[config.mk]
export PLATFORM = sky130hd
export DESIGN_NAME = rf_wb_scheduler
export DESIGN_NICKNAME = d
export VERILOG_FILES = /design/src/rtl/rf_wb_scheduler.sv
export SDC_FILE = /design/constraint.sdc
export NUM_CORES = 1
export LEC_CHECK = 0
export CAP_MARGIN = 30
export CORE_ASPECT_RATIO = 1.75
export CORE_UTILIZATION = 38
export DETAILED_ROUTE_END_ITERATION = 7
export PLACE_DENSITY_LB_ADDON = 0.2
export SYNTH_ARGS = -nofsm -noshare
export SYNTH_HDL_FRONTEND = slang
export SYNTH_SLANG_ARGS = --single-unit
[constraint.sdc]
create_clock -name clk -period 3.3 [get_ports clk]
set_input_delay 0.495 -clock clk [delete_from_list [all_inputs] [get_ports clk]]
set_output_delay 0.495 -clock clk [all_outputs]
set_load 0.05 [all_outputs]
[src/rtl/rf_wb_scheduler.sv]
// Write-port scheduler for the single-write-port register file: round-robin writeback
// arbitration, registered write stage and per-register busy scoreboard for decode hazards.
module rf_wb_scheduler #(
   parameter int unsigned NUM_REQ  = 3,
   parameter int unsigned DATA_W   = 32,
   parameter int unsigned ADDR_W   = 5,
   parameter int unsigned NUM_REGS = 32
) (
   input  logic                      clk,
   input  logic                      rst,
   input  logic [NUM_REQ-1:0]        req_valid,
   input  logic [NUM_REQ*ADDR_W-1:0] req_dest,
   input  logic [NUM_REQ*DATA_W-1:0] req_data,
   output logic [NUM_REQ-1:0]        req_ready,
   input  logic                      alloc_en,
   input  logic [ADDR_W-1:0]         alloc_dest,
   input  logic [ADDR_W-1:0]         chk_src1,
   input  logic [ADDR_W-1:0]         chk_src2,
   output logic                      hazard,
   output logic [NUM_REGS-1:0]       busy_vec,
   output logic                      rf_writeEn,
   output logic [ADDR_W-1:0]         rf_dest,
   output logic [DATA_W-1:0]         rf_writeVal,
   output logic                      sb_err
);

   localparam int unsigned PTR_W = $clog2(NUM_REQ);
   localparam logic [PTR_W-1:0] LAST_IDX = PTR_W'(NUM_REQ - 1);

   logic [ADDR_W-1:0]   dest_arr [NUM_REQ];
   logic [DATA_W-1:0]   data_arr [NUM_REQ];

   logic [PTR_W-1:0]    rr_ptr;
   logic [PTR_W-1:0]    cand;
   logic [PTR_W-1:0]    grant_idx;
   logic [NUM_REQ-1:0]  grant;
   logic                grant_found;
   logic                accept;
   logic [NUM_REGS-1:0] busy_d;
   logic                dbl_alloc;

   for (genvar g = 0; g < NUM_REQ; g++) begin : g_unpack
      assign dest_arr[g] = req_dest[g*ADDR_W +: ADDR_W];
      assign data_arr[g] = req_data[g*DATA_W +: DATA_W];
   end

   // Scan requesters starting at rr_ptr, wrapping; first valid one wins.
   always_comb begin
      grant       = '0;
      grant_found = 1'b0;
      grant_idx   = '0;
      cand        = rr_ptr;
      for (int k = 0; k < NUM_REQ; k++) begin
         if (!grant_found && req_valid[cand]) begin
            grant_found  = 1'b1;
            grant[cand]  = 1'b1;
            grant_idx    = cand;
         end
         cand = (cand == LAST_IDX) ? '0 : cand + 1'b1;
      end
   end

   assign req_ready = rst ? '0 : grant;
   assign accept    = grant_found & ~rst;

   always_ff @(posedge clk or posedge rst) begin
      if (rst) begin
         rr_ptr      <= '0;
         rf_writeEn  <= 1'b0;
         rf_dest     <= '0;
         rf_writeVal <= '0;
      end else begin
         rf_writeEn <= accept;
         if (accept) begin
            rr_ptr      <= (grant_idx == LAST_IDX) ? '0 : grant_idx + 1'b1;
            rf_dest     <= dest_arr[grant_idx];
            rf_writeVal <= data_arr[grant_idx];
         end
      end
   end

   // Clear at the RF write edge, then set; a same-edge alloc overrides the clear.
   always_comb begin
      busy_d = busy_vec;
      if (rf_writeEn) begin
         busy_d[rf_dest] = 1'b0;
      end
      if (alloc_en) begin
         busy_d[alloc_dest] = 1'b1;
      end
   end

   assign dbl_alloc = alloc_en & busy_vec[alloc_dest]
                      & ~(rf_writeEn & (rf_dest == alloc_dest));

   always_ff @(posedge clk or posedge rst) begin
      if (rst) begin
         busy_vec <= '0;
         sb_err   <= 1'b0;
      end else begin
         busy_vec <= busy_d;
         if (dbl_alloc) begin
            sb_err <= 1'b1;
         end
      end
   end

   assign hazard = busy_vec[chk_src1] | busy_vec[chk_src2];

endmodule

==> flow_metrics.tcl, run 1 <==
set metrics [dict create \
    crit_required_ps 2800 \
    row_count 52 \
    worst_pin_slew_ps 726 \
    min_period_ps 3130 \
    worst_ir_drop_vdd_uv 401 \
    synth_cell_types 43 \
    cp_slowest_stage_delay_ps 620 \
    clk_pin_slew_worst_paths_ps 60 \
    dp_worst_setup_slack_ps 179 \
    use_met3_pct 7.12 \
    wl_um 17200 \
    antenna_found_initial 0 \
    maxCapViolations 0 \
    cts_tree "yes" \
    min_path_type "flip-flop to flip-flop" \
    cp_slowest_cell "clkdlybuf4s50_1" \
    clk_latency_ps 340 \
    grt_util_all_layers_pct 28.3 \
    cts_sinks 73 \
    grt-busiest-layer "met2" \
    avgViaCountPerCell 5.93 \
    grt_pass1_vias 5005 \
    tns_ps 0 \
    worst_slack_ps 169 \
    drc_errors 14 \
    core_mm2 0.0116 \
    ctsRootBufferMaster "clkbuf_16" \
    numCtsBuffers 9 \
    cp-start-kind "input pin" \
    powerDensity_mw_per_mm2 762 \
    syn_area_per_cell_um2 9.30 \
    initial_utilization_pct 39.3 \
    leakagePower_nw 2.92 \
    avgRoutedWirePerCell_um 20.9 \
    hpwl_um 12900 \
    die_area_mm2 0.0124 \
    crit_path_end_kind "output port" \
    finalHoldViolCount 0 \
    r2r_start "rr_ptr[1]$_DFFE_PP0P_" \
    min_path_cells 2 \
    fillers 1061 \
    worstRegToRegCells 5 \
    slew_viol_final 0 \
    grt_use_met2_pct 53.0 \
    async_flop_share_pct 100 \
    fin_crit_sh_pct 94.9 \
    crit_fanout 4 \
    synth_warnings 0 \
    io_buffers 206 \
    fmax_mhz 319 \
    synthToLayoutAreaGrowth_pct 56.2 \
    path_class "input pin to output port" \
    slew_headroom_pct 51.6 \
    die-width_um 84.7 \
    vias 4859 \
    htreeDepth 3 \
    die_y_um 147 \
    multi_input_area_mm2 0.00252 \
    synth_fp_nets 621 \
    regArea_mm2 0.00183 \
    dr.pass1.iters 8 \
    first_iter_violations 337 \
    ys_ff_latch 73 \
    use_met1_pct 27.9 \
    antennaDiodeCount 0 \
    clock_skew_ps 7.39 \
    setup_viol_count_final 0 \
    cpMostUsedCell "mux4_2" \
    gp_routability_congestion 0.975 \
    synth_edf_count 0 \
    rsz0062_at_grt "false" \
    holdCritStartpoint "rf_writeVal[14]$_DFFE_PP0P_" \
    cts_setup_buffers 0 \
    fin_nets 812 \
    syn-cell-area_mm2 0.00455 \
    cts_hold_buffers 0 \
    synthCells 489 \
    min_to "rf_writeVal[14]$_DFFE_PP0P_" \
    drive_above_1_share_pct 8.03 \
    grt_pass1_wl_um 26700 \
    crit_arrival_ps 2640 \
    r2r_setup_slack_ps 1080 \
    overflow 0 \
    ys.flop_type "dfrtp_1" \
    grt_max_degree 78 \
    ys_seq_area_share_pct 40.2 \
    clk_path_buf_depth 2 \
    ant_nets 0 \
    cts_resized 0 \
    violations "DRC" \
    total_power_mw 5.42 \
    status "finished with violations" \
    r2r-end "rf_writeVal[26]$_DFFE_PP0P_" \
    io_pins 207 \
    worstPathCellList "clkdlybuf4s50_1 -> mux4_2 -> mux4_2 -> a211o_1 -> buf_4" \
]
==> per-stage QoR <==
step / cells / hold WS (ps) / utilization, % / instance area (um^2)
after floorplan: 489 / 520 / - / 4550
after global placement: 803 / 455 / 58.1 / 6730
after detailed placement: 803 / 470 / 58.1 / 6730
after CTS: 819 / 480 / 61.1 / 7070
after global routing: 820 / 504 / 61.3 / 7100
final: 820 / 475 / 61.3 / 7100
==> metal layers <==
layer | wire [um] | vias to the layer above
li1 | - | 2227
met1 | 5660 | 2320
met2 | 9350 | 258
met3 | 1300 | 54
met4 | 848 | 0
met5 | 0 | -
==> registers in the layout, summed over array words and instances (netlist names) <==
name	count
rf_writeEn	1
busy_vec	32
rr_ptr	2
rf_writeVal	32
rf_dest	5
sb_err	1
==> report_power, final <==
part / internal [mW] / switching, mW
clock: 0.743 / 0.390
combinational: 1.03 / 1.60
sequential: 1.17 / 0.487
==> cell usage after synthesis (3+ instances only) <==
library cell   n  share of area (%)
a211oi_1      37                6.1
a22oi_1        3               0.50
and3_1        37                5.1
buf_2          5               0.55
clkbuf_1      30                2.5
dfrtp_1       73                 40
inv_1         13                1.1
mux2i_1       14                3.1
mux4_1         7                4.0
mux4_2        11                5.5
nand2_1       44                3.6
nand3_1        6               0.66
nand3b_1      10                1.7
nor2_1        45                3.7
nor2b_1        5               0.69
o21ai_0       67                7.4
o22ai_1        4               0.55
o31ai_1       38                6.3
or3b_2         5               0.96
xor2_1         4               0.77
==> worst max path at each step <==
stage                             from           end  slack (ps)  cells past startpoint
after global routing       chk_src1[1]        hazard         120                      5
after global placement     chk_src1[1]        hazard         220                      5
after detailed placement   chk_src1[1]        hazard         180                      5
after floorplan           req_valid[1]  req_ready[0]         240                      3
final                      chk_src1[1]        hazard         170                      5
after CTS                  chk_src1[1]        hazard         170                      5
==> critical path, delay by kind of cell <==
kind | cells | cell delay, ps
AOI/OAI and AO/OA | 1 | 310
buffers and inverters | 2 | 810
muxes | 2 | 1020
==> logic make-up after synthesis <==
family	share of synthesized area [%]
flops	40.2
simple gates	18.1
xor+xnor	0.963
compound gates	23.3
mux	12.6
buf+inv	4.93
==> layout by cell type (no fill, tap or decap), types with 3 or more instances in the layout <==
master           count
a211oi_1            37
a22oi_1              3
and3_1              37
buf_4               16
bufinv_16            3
clkbuf_16            9
clkdlybuf4s50_1    202
dfrtp_1             73
inv_1               12
mux2i_1             14
mux4_1               7
mux4_2              11
nand2_1             44
nand3_1              6
nand3b_1            10
nor2_1              44
nor2b_1              5
o21ai_0             67
o22ai_1              4
o31ai_1             37
or3b_2               5
xor2_1               4
==> area by class of cell <==
cell class              count  area share (%)
inverters                  13           0.740
repair buffers            220            30.8
clock inverters             6            1.62
clock buffers              10            3.22
well taps                 135            2.38
multi-input cells         363            35.5
flip-flops and latches     73            25.7
Note: power is estimated with default switching activity, not from simulation.
==> run 2: changes to the inputs <==
--- a/config.mk
+++ b/config.mk
@@ -8,8 +8,10 @@
 export CAP_MARGIN = 30
 export CORE_ASPECT_RATIO = 1.75
 export CORE_UTILIZATION = 38
+export CTS_CLUSTER_DIAMETER = 50
 export DETAILED_ROUTE_END_ITERATION = 7
 export PLACE_DENSITY_LB_ADDON = 0.2
+export SLEW_MARGIN = 20
 export SYNTH_ARGS = -nofsm -noshare
 export SYNTH_HDL_FRONTEND = slang
 export SYNTH_SLANG_ARGS = --single-unit
==> flow_metrics.tcl, run 2 (same netlist as run 1, synthesis figures left out) <==
set metrics [dict create \
    mostFrequentLayoutCells "clkdlybuf4s50_1 (202), dfrtp_1 (73), o21ai_0 (67)" \
    clk_pin_slew_worst_paths_ps 60 \
    path_class "input pin to output port" \
    fin_hold_ws_ps 475 \
    fin_nets 812 \
    violations "DRC" \
    cp_slowest_cell "clkdlybuf4s50_1" \
    slew_headroom_pct 51.6 \
    avgViaCountPerCell 5.92 \
    htreeDepth 3 \
    crit_path_end_kind "output port" \
    io_buffers 206 \
    maxCapViolations 0 \
    fmax_mhz 319 \
    reg_top3 "busy_vec: 32 flops, rf_writeVal: 32 flops, rf_dest: 5 flops" \
    drive_above_1_share_pct 8.03 \
    slew_viol_final 0 \
    antenna_found_initial 0 \
    cts_sinks 73 \
    final_common_cell "clkdlybuf4s50_1" \
    crit_required_ps 2800 \
    first_iter_violations 368 \
    grt_use_met2_pct 53.0 \
    setup_viol_count_final 0 \
    cp_slowest_stage_delay_ps 620 \
    avgRoutedWirePerCell_um 20.8 \
    clk_latency_ps 330 \
    fin_crit_sh_pct 95.1 \
    die-width_um 84.7 \
    worstPathCellList "clkdlybuf4s50_1 -> mux4_2 -> mux4_2 -> a211o_1 -> buf_4" \
    powerDensity_mw_per_mm2 761 \
    grt_pass1_wl_um 26700 \
    gp_routability_congestion 0.975 \
    die_area_mm2 0.0124 \
    antennaDiodeCount 0 \
    worst_ir_drop_vdd_uv 400 \
    finalInstanceArea_mm2 0.00710 \
    use_met3_pct 7.12 \
    cpMostUsedCell "mux4_2" \
    min_path_type "flip-flop to flip-flop" \
    cts_hold_buffers 0 \
    cp-start-kind "input pin" \
    fin_util_pct 61.3 \
    clk_path_buf_depth 2 \
    total_power_mw 5.40 \
    clock_skew_ps 8.74 \
    io_pins 207 \
    numCtsBuffers 9 \
    cts_tree "yes" \
    core_mm2 0.0116 \
    leakagePower_nw 2.92 \
    numPlacedInstances 803 \
    tns_ps 0 \
    initial_utilization_pct 39.3 \
    grt-busiest-layer "met2" \
    worst_pin_slew_ps 725 \
    layoutNonFillerInstCount 820 \
    ant_nets 0 \
    die_y_um 147 \
    grt_max_degree 78 \
    ctsRootBufferMaster "clkbuf_16" \
    cts_resized 0 \
    dpl_cell_area_mm2 0.00673 \
    min_period_ps 3140 \
    path_buf_inv 2 \
    wl_um 17100 \
    vias 4851 \
    crit_arrival_ps 2640 \
    use_met1_pct 27.9 \
    crit_fanout 4 \
    cpLargestDelayFamily "multiplexers" \
    rsz0062_at_grt "false" \
    grt_pass1_vias 5005 \
    status "finished with violations" \
    overflow 0 \
    dp_worst_setup_slack_ps 179 \
    dr.pass1.iters 8 \
    grt_util_all_layers_pct 28.3 \
    worst_slack_ps 163 \
    finalHoldViolCount 0 \
    cts_setup_buffers 0 \
    hpwl_um 12900 \
    drc_errors 10 \
    synthToLayoutAreaGrowth_pct 56.2 \
    row_count 52 \
]
run 2: cell counts in the layout (fill, tap and decap cells not counted):
No cell type changed its count.
run 2: per-layer routing:
metal	vias to the layer above	part of all wire, %	routed length (um)
li1	2224	-	-
met1	2302	33	5570
met2	267	55	9340
met3	58	7.7	1320
met4	0	4.9	839
met5	-	0	0
run 2: cell type report:
class,instances,area [um^2]
Timing Repair Buffer,220,2190
Multi-Input combinational cell,363,2520
Tap cell,135,169
Clock buffer,10,229
Inverter,13,52.6
Clock inverter,6,115
Sequential cell,73,1830
Fill cell,1059,4480
run 2: final timing paths:
kind	slack, ps	startpoint	cells past startpoint	to
setup / recovery	160	chk_src1[1]	5	hazard
min in group asynchronous	740	rst	3	rr_ptr[0]$_DFFE_PP0P_
setup reg to reg	1110	rr_ptr[1]$_DFFE_PP0P_	5	rf_writeVal[26]$_DFFE_PP0P_
hold reg to reg	480	rf_writeVal[14]$_DFFE_PP0P_	2	rf_writeVal[14]$_DFFE_PP0P_
hold / removal	480	rf_writeVal[14]$_DFFE_PP0P_	2	rf_writeVal[14]$_DFFE_PP0P_
max in group asynchronous	2000	rst	4	rf_writeVal[2]$_DFFE_PP0P_
run 2: power breakdown:
group | internal [mW] | switching [mW]
combinational | 1.03 | 1.59
sequential | 1.17 | 0.482
clock | 0.743 | 0.387
total | 2.94 | 2.46
run 2: tightest hold or removal path: cells and delay by family, from the launching register on:
family | cells | cell delay [ps]
AOI/OAI and AO/OA | 1 | 50
DFF | 1 | 340
and+or+nand+nor | 1 | 50
